File: config.mk
export PLATFORM = sky130hd
export DESIGN_NAME = butterfly_seq
export DESIGN_NICKNAME = d
export VERILOG_FILES = /design/src/rtl/dct_pkg.sv /design/src/rtl/bfly_pair.sv /design/src/rtl/butterfly_seq.sv
export SDC_FILE = /design/constraint.sdc
export NUM_CORES = 1
export LEC_CHECK = 0
export CAP_MARGIN = 10
export CORE_AREA = 2 2 93 95
export DETAILED_ROUTE_END_ITERATION = 10
export DIE_AREA = 0 0 95 97
export PLACE_DENSITY = 0.74
export SYNTH_ARGS = -nofsm -noshare
export SYNTH_HDL_FRONTEND = slang
export SYNTH_HIERARCHICAL = 1
export SYNTH_SLANG_ARGS = --single-unit
File: constraint.sdc
create_clock -name clk -period 4.6 [get_ports clk]
set_input_delay 0.46 -clock clk [delete_from_list [all_inputs] [get_ports clk]]
set_output_delay 0.46 -clock clk [all_outputs]
set_load 0.02 [all_outputs]
File: src/rtl/dct_pkg.sv
// dct_pkg: shared widths, block size and state encoding for the butterfly stage
package dct_pkg;
    localparam int SAMPLE_W = 8;
    localparam int RES_W = SAMPLE_W + 1;
    localparam int N_PTS = 8;
    typedef enum logic [1:0] {LOAD, SUM, DIFF} state_t;
endpackage

File: src/rtl/bfly_pair.sv
// bfly_pair: exact unsigned a+b (sel=0) or two's complement a-b (sel=1) at RW bits
module bfly_pair import dct_pkg::*; #(
    parameter int W = SAMPLE_W,
    parameter int RW = RES_W
) (
    input  logic [W-1:0]  a,
    input  logic [W-1:0]  b,
    input  logic          sel,
    output logic [RW-1:0] y
);
    assign y = sel ? RW'({1'b0, a}) - RW'({1'b0, b}) : RW'({1'b0, a}) + RW'({1'b0, b});
endmodule

File: src/rtl/butterfly_seq.sv
// butterfly_seq: collects 8 samples, then emits x[k]+x[7-k] and x[k]-x[7-k] for k=0..3
// BUTTERFLY_DBLBUF_EN adds a ping-pong buffer so loading overlaps emission
module butterfly_seq #(
    parameter int SAMPLE_W = dct_pkg::SAMPLE_W,
    parameter int RES_W = dct_pkg::RES_W
) (
    input  logic                clk,
    input  logic                rst_n,
    input  logic [SAMPLE_W-1:0] in_data,
    input  logic                in_valid,
    output logic                in_ready,
    output logic [RES_W-1:0]    R0,
    output logic [1:0]          Q,
    output logic                diff,
    output logic                out_valid,
    input  logic                out_ready
);
    import dct_pkg::*;

    state_t            r_state;
    logic [2:0]        r_widx;
    logic [1:0]        r_k;
    logic [RES_W-1:0]  r_r0;
    logic              r_diff;
    logic              r_out_valid;
    logic              w_acc;
    logic              w_fill;
    logic              w_xfer;
    logic              w_last;
    logic              w_start;
    logic              w_bypass;
    logic              w_nsel;
    logic [1:0]        w_nk;
    logic [SAMPLE_W-1:0] w_a;
    logic [SAMPLE_W-1:0] w_b;
    logic [RES_W-1:0]  w_res;

    assign w_acc = in_valid && in_ready;
    assign w_fill = w_acc && r_widx == 3'd7;
    assign w_xfer = r_out_valid && out_ready;
    assign w_last = w_xfer && r_state == DIFF && r_k == 2'd3;
    // next pair to present: k wraps 3->0 on its own, and the SUM->DIFF step flips sel
    assign w_nk = w_start ? 2'd0 : r_k + 2'd1;
    assign w_nsel = !w_start && (r_state == DIFF || r_k == 2'd3);

`ifdef BUTTERFLY_DBLBUF_EN
    logic [SAMPLE_W-1:0] r_buf [2*N_PTS];
    logic                r_wb;
    logic                r_rb;
    logic [1:0]          r_full;
    logic                w_nrb;

    assign in_ready = !r_full[r_wb];
    assign w_start = r_state == LOAD ? w_fill : w_last && (r_full[!r_rb] || w_fill);
    assign w_nrb = r_state == LOAD ? r_wb : r_rb ^ w_last;
    // x[7] of a block completing this very cycle is still on in_data, not yet in the buffer
    assign w_bypass = w_fill && w_nrb == r_wb;
    assign w_a = r_buf[{w_nrb, 1'b0, w_nk}];
    assign w_b = w_bypass ? in_data : r_buf[{w_nrb, 1'b1, ~w_nk}];

    always_ff @(posedge clk) begin
        if (w_acc) r_buf[{r_wb, r_widx}] <= in_data;
    end

    always_ff @(posedge clk) begin
        if (!rst_n) begin
            r_wb <= 1'b0;
            r_rb <= 1'b0;
            r_full <= '0;
        end else begin
            r_rb <= w_nrb;
            if (w_fill) r_wb <= !r_wb;
            if (w_last) r_full[r_rb] <= 1'b0;
            if (w_fill) r_full[r_wb] <= 1'b1;
        end
    end
`else
    logic [SAMPLE_W-1:0] r_buf [N_PTS];

    assign in_ready = r_state == LOAD;
    assign w_start = w_fill;
    assign w_bypass = w_fill;
    assign w_a = r_buf[{1'b0, w_nk}];
    assign w_b = w_bypass ? in_data : r_buf[{1'b1, ~w_nk}];

    always_ff @(posedge clk) begin
        if (w_acc) r_buf[r_widx] <= in_data;
    end
`endif

    bfly_pair #(.W(SAMPLE_W), .RW(RES_W)) u_bfly (
        .a   (w_a),
        .b   (w_b),
        .sel (w_nsel),
        .y   (w_res)
    );

    always_ff @(posedge clk) begin
        if (!rst_n) begin
            r_state <= LOAD;
            r_widx <= '0;
            r_k <= '0;
            r_r0 <= '0;
            r_diff <= 1'b0;
            r_out_valid <= 1'b0;
        end else begin
            if (w_acc) r_widx <= r_widx + 3'd1;
            if (w_start || (w_xfer && !w_last)) begin
                r_state <= w_nsel ? DIFF : SUM;
                r_k <= w_nk;
                r_r0 <= w_res;
                r_diff <= w_nsel;
                r_out_valid <= 1'b1;
            end else if (w_last) begin
                r_state <= LOAD;
                r_k <= '0;
                r_diff <= 1'b0;
                r_out_valid <= 1'b0;
            end
        end
    end

    assign R0 = r_r0;
    assign Q = r_k;
    assign diff = r_diff;
    assign out_valid = r_out_valid;
endmodule

### Word-level counts from Yosys, hierarchy flattened

Memories as Yosys holds them, arrays and structs flattened.
Index checks and enable logic that the tools add are counted.

| word-level totals | value |
|---|---|
| register bits after elaboration | 18 |
| bits in latches | 0 |
| RAM bits | 64 |
| memory bits (read-only) | 0 |
| input port bits | 12 |
| word-level logic and storage cells | 40 |
| memories kept | 1 |

| operators by class | value |
|---|---|
| $add $sub $neg | 4 |
| $mul | 0 |
| divide/modulo/power cells | 0 |
| magnitude comparators | 0 |
| equal/unequal tests | 3 |
| shift-type cells | 0 |
| mux-type cells | 12 |
| bitwise operators | 1 |
| reductions and logical operators | 13 |

Memory list:

| memory | depth | bits a word | rd ports | clocked after Yosys merged registers in | write ports | line | RTL |
|---|---|---|---|---|---|---|---|
| r_buf | 8 | 8 | 2 | 0 | 1 | butterfly_seq.sv:78 | `logic [SAMPLE_W-1:0] r_buf [N_PTS];` |

Operators by type and width:

| kind | number |
|---|---|
| $mux W2 | 5 |
| $add A8 B8 Y9 | 1 |
| $mux W9 | 1 |
| $sub A8 B8 Y9 | 1 |
| $mux W8 | 1 |
| $logic_and A1 B1 Y1 | 7 |
| $mux W1 | 5 |
| $eq A2 B2 Y1 const B | 2 |
| $add A3 B1 Y3 const B | 1 |
| $eq A3 B3 Y1 const B | 1 |
| $add A2 B1 Y2 const B | 1 |
| $logic_not A1 Y1 | 2 |
| $logic_not A2 Y1 | 1 |
| $logic_or A1 B1 Y1 | 2 |
| $not A2 Y2 | 1 |
| $reduce_bool A2 Y1 | 1 |

### Logic depth before layout (Yosys ltp)

An unclocked memory read counts as a cell.

| logic depth | value |
|---|---|
| word-level depth | 9 |
| gate-level depth with buffers | 18 |

### Hierarchy

Netlist, hierarchy kept.

By module, submodules not included:

| module | times used | cells each | area each (um2) |
|---|---|---|---|
| butterfly_seq | 1 | 247 | 3427.0 |
| bfly_pair | 1 | 72 | 559.3 |

### Worst setup path after synthesis

OpenSTA, ideal clock, no wires.

| path | value |
|---|---|
| path type | reg-to-reg |
| start | register r_k[0] (netlist: Q[0]) |
| end | register r_r0[8] (netlist: R0[8]) |
| setup time | 72 ps |
| arrival | 3327 ps |
| data required time | 4528 ps |
| path slack | 1201 ps |
| cell stages (with the launch flop) | 17 |
| path buffers | 2 |
| clock period less this slack | 3399 ps |
| cell sequence | dfxtp_1 > ha_1 > buf_2 > clkbuf_1 > mux4_2 > nand2_1 > nand2_1 > inv_1 > ha_1 > mux2_2 > fa_1 > nor2b_4 > o2111ai_2 > a32oi_2 > xnor2_1 > nand2_1 > mux2i_1 |

| between the ends | value |
|---|---|
| cells in the longest elaborated chain, start to end | 7 |
| elaborated cells on any way between the ends | 15 |
| classes of those cells | add/sub: 3; eq/ne: 1; mux: 3; bitwise: 1; reduce/logical: 6; memory: 1 |

Ends and longest elaborated chain:

| what | line | RTL |
|---|---|---|
| from (decl) | butterfly_seq.sv:22 | `logic [1:0] r_k;` |
| from (signal assigned) | butterfly_seq.sv:110 | `r_k <= w_nk;` |
| $add A2 B1 Y2 * | butterfly_seq.sv:43 | `assign w_nk = w_start ? 2'd0 : r_k + 2'd1;` |
| $mux W2 * | butterfly_seq.sv:43 |  |
| $not A2 Y2 * | butterfly_seq.sv:84 | `assign w_b = w_bypass ? in_data : r_buf[{1'b1, ~w_nk}];` |
| $mem_v2 Z8 W8 * | - |  |
| $mux W8 * | butterfly_seq.sv:84 |  |
| named net w_b[0] | butterfly_seq.sv:35 | `logic [SAMPLE_W-1:0] w_b;` |
| $add A8 B8 Y9 or $sub A8 B8 Y9 (tied branches) | bfly_pair.sv:11 | `assign y = sel ? RW'({1'b0, a}) - RW'({1'b0, b}) : RW'({1'b0, a}) + RW'({1'b0, b});` |
| $mux W9 * | bfly_pair.sv:11 |  |
| named net w_res[8] | butterfly_seq.sv:36 | `logic [RES_W-1:0] w_res;` |
| to (signal assigned) | butterfly_seq.sv:111 | `r_r0 <= w_res;` |
| to (decl) | butterfly_seq.sv:23 | `logic [RES_W-1:0] r_r0;` |

Mark *: on every way through the listed nets, which the timed path passes. The rest lies on a longest branch.
A chain may end at the register's enable or synchronous reset.

### Final worst setup path

| path | value |
|---|---|
| start | register r_widx[1] |
| end | register r_r0[8] (netlist: R0[8]) |

| between the ends | value |
|---|---|
| elaborated cells on any way between the ends | 12 |
| classes of those cells | add/sub: 2; eq/ne: 1; mux: 3; bitwise: 1; reduce/logical: 4; memory: 1 |

RTL lines:

| what | line | RTL |
|---|---|---|
| from (decl) | butterfly_seq.sv:21 | `logic [2:0] r_widx;` |
| from (signal assigned) | butterfly_seq.sv:107 | `if (w_acc) r_widx <= r_widx + 3'd1;` |
| $eq A3 B3 Y1 * | butterfly_seq.sv:39 | `assign w_fill = w_acc && r_widx == 3'd7;` |
| $logic_and A1 B1 Y1 * | butterfly_seq.sv:39 |  |
| $mux W2 * | butterfly_seq.sv:43 |  |
| $mem_v2 Z8 W8 * | - |  |
| named net w_a[0] | butterfly_seq.sv:34 | `logic [SAMPLE_W-1:0] w_a;` |
| $add A8 B8 Y9 or $sub A8 B8 Y9 (tied branches) | bfly_pair.sv:11 |  |
| $mux W9 * | bfly_pair.sv:11 |  |
| named net w_res[8] | butterfly_seq.sv:36 |  |

Marked as above.

==> impl_metrics.ini <==
[outcome]
status = finished clean

[place]
dp_hpwl_microns = 4910
pre_cts_ws_ns = 0.808
place_inst = 438
io_buffers = 25
placed_area_sq_um = 4300
gp_congestion = 0.796

[clock_tree]
clk_pin_slew_ns = 0.08
htree_levels = 3
cts.path.max_buffers = 2
cts-buffers-inserted = 9
cts_sinks = 81
cts_setup_buffers = 0
cts_resized = 0
postCtsHoldBufs = 0
cts_tree = built
ctsRootBufferMaster = clkbuf_8
clock_latency_ns = 0.35

[yosys]
synth_top_area_share_pct = 48.2
synth_cell_type_count = 47
yosysMostFrequentCell = edfxtp_1
synthArstFlopShare_pct = 0
synth.yosys.seq_area_share_pct = 56.7
yosysTopAreaCell = edfxtp_1
synth_area_leaders = edfxtp_1 48%, dfxtp_1 8.5%, mux2i_1 5.0%
syn-instance-count = 319
synth.avg_cell_area_sq_um = 12.5
synth.cell_area_sq_um = 3990
synth_commonest_cells = 64 x edfxtp_1, 50 x nand2_1, 24 x nor2_1, 20 x mux2i_1, 17 x dfxtp_1
yosys_warnings = 6
synth_flop_cell = edfxtp_1
ys_ff_latch = 81
synth_edf_count = 64
syn_nets = 344

[floorplan]
coreArea_sq_um = 8130
num_rows = 33
io_pins = 26
start_util_pct = 49.0
die_area_sq_um = 9220
die_w_microns = 95
die_h_microns = 97

[critical_path]
end_kind = flop
crit_path_max_incr_delay_ns = 0.44
worst_path_most_repeated_cell = ha_1
worstPathArrival_ns = 3.79
startpoint_type = flop
crit_type = reg2reg
cp_max_fo = 13
slowest_stage = fa_1
crit_required_ns = 4.88
crit_chain = ha_1 > ha_1 > nor4bb_4 > buf_4 > o22ai_1 > a221oi_1 > inv_1 > ha_1 > fa_1 > nor2b_4 > o2111ai_2 > a32oi_2 > xnor2_1 > nand2_1 > mux2i_1

[run]
max-cap-violations = 0

[timing]
period_needed_ns = 3.51
setup_slack_ns = 1.09
worstMarginPinSlew_ns = 1.16
rsz0062_at_grt = no
finalClockSkew_ns = 0.00911
tns_ns = 0
period_share_pct = 76.3
max_slew_margin_pct = 22.2
fmax_mhz = 285
hold_viol_final = 0
setup_viol = 0
final_max_slew_viol_count = 0

[finish]
area_growth_pct = 12.6
diodes = 0
final_cells = 453
drive_gt1_share_pct = 12.1
nets = 369
stdcell_area_sq_um = 4490
fin_util_pct = 55.2

[worst_hold_path]
holdCritPathClass = reg2reg

[grt]
antenna_found_initial = 0
grt_max_degree = 26
first_global_vias = 2261
grt_overflow = 0
grt_pass1_wl_microns = 11300
grt_usage_pct = 16.1

[pwr]
power.density_nw_per_um2 = 307
leakage_nw = 1.62
ir_drop_v = 0.000187

[detailed_routing]
via_per_inst = 5.41
first_pass_iters = 4
vias = 2449
wl_microns = 6950
initialDrtViolationCount = 142
post_drt_wl_per_cell_microns = 15.3
antenna_left = 0
drcViolationCount = 0
-- kinds of logic after synthesis --
logic type / count (synthesis) / synth area share, %
muxes: 30 / 10.1
xor gates and xnor gates: 13 / 2.86
adders and majority gates: 13 / 4.27
AOI/OAI and AO/OA: 44 / 8.22
buffers and inverters: 28 / 3.92
DFF: 81 / 56.7
and+or+nand+nor: 110 / 13.9
-- final timing paths --
| path | start | to | slack (ns) | cells past startpoint |
|---|---|---|---|---|
| worst max-delay path | r_widx[1] | R0[8] | 1.09 | 15 |
| worst min-delay path | R0[1] | R0[1] | 0.46 | 2 |
| worst max register to register | r_widx[1] | R0[8] | 1.09 | 15 |
| worst min register to register | R0[1] | R0[1] | 0.46 | 2 |
-- registers in the layout, summed over array words and instances (netlist names) --
| register | count |
|---|---|
| out_valid | 1 |
| r_state | 2 |
| r_widx | 3 |
| r_buf | 64 |
| Q | 2 |
| R0 | 9 |
-- per-layer routing --
layer | up-vias | routed length [microns] | GRT usage (%) | part of all wire [%]
li1 | 1212 | - | - | -
met1 | 1187 | 3260 | 22.0 | 47
met2 | 46 | 3370 | 25.5 | 49
met3 | 4 | 274 | 5.14 | 3.9
met5 | - | 0 | 0 | 0
met4 | 0 | 34 | 3.34 | 0.49
-- power by group --
part           internal [mW]  total [mW]  switching [mW]
Sequential             0.802       0.807         0.00542
Combinational         0.0268      0.0625          0.0357
Clock                  0.251       0.508           0.257
Total                   1.08        1.38           0.298
-- critical path: cells and delay by family, from the launching register on --
family,cells,cell delay (ns)
flip-flops,1,0.43
AND/OR/NAND/NOR,3,0.64
adder cells (fa/ha/maj),4,1.03
buffers and inverters,2,0.36
AO/OA/AOI/OAI,4,0.70
XOR/XNOR,1,0.15
multiplexers,1,0.14
-- cell type report --
| type | instances | area, sq um |
|---|---|---|
| Clock buffer | 9 | 124 |
| Clock inverter | 6 | 67.6 |
| Fill cell | 664 | 3640 |
| Inverter | 11 | 41.3 |
| Multi-Input combinational cell | 210 | 1570 |
| Sequential cell | 81 | 2260 |
| Tap cell | 105 | 131 |
| Timing Repair Buffer | 31 | 295 |
-- through the flow --
step / power [mW] / hold WS [ns]
after global routing: 1.43 / 0.478
after CTS: 1.39 / 0.466
after detailed placement: 0.887 / 0.454
final: 1.38 / 0.461
after floorplan: 0.859 / 0.483
after global placement: 0.884 / 0.444
-- placed cells by master, fill, tap and decap left out, types with 8 or more instances in the layout --
cell             instances
inv_1                   11
ha_1                    12
mux2i_1                 20
xnor2_1                  9
dfxtp_1                 17
nor2_1                  24
edfxtp_1                64
nand2_1                 50
clkbuf_8                 9
clkdlybuf4s50_1         25
nand2b_1                13
mux4_2                   8
(Power assumes the default switching activity.)
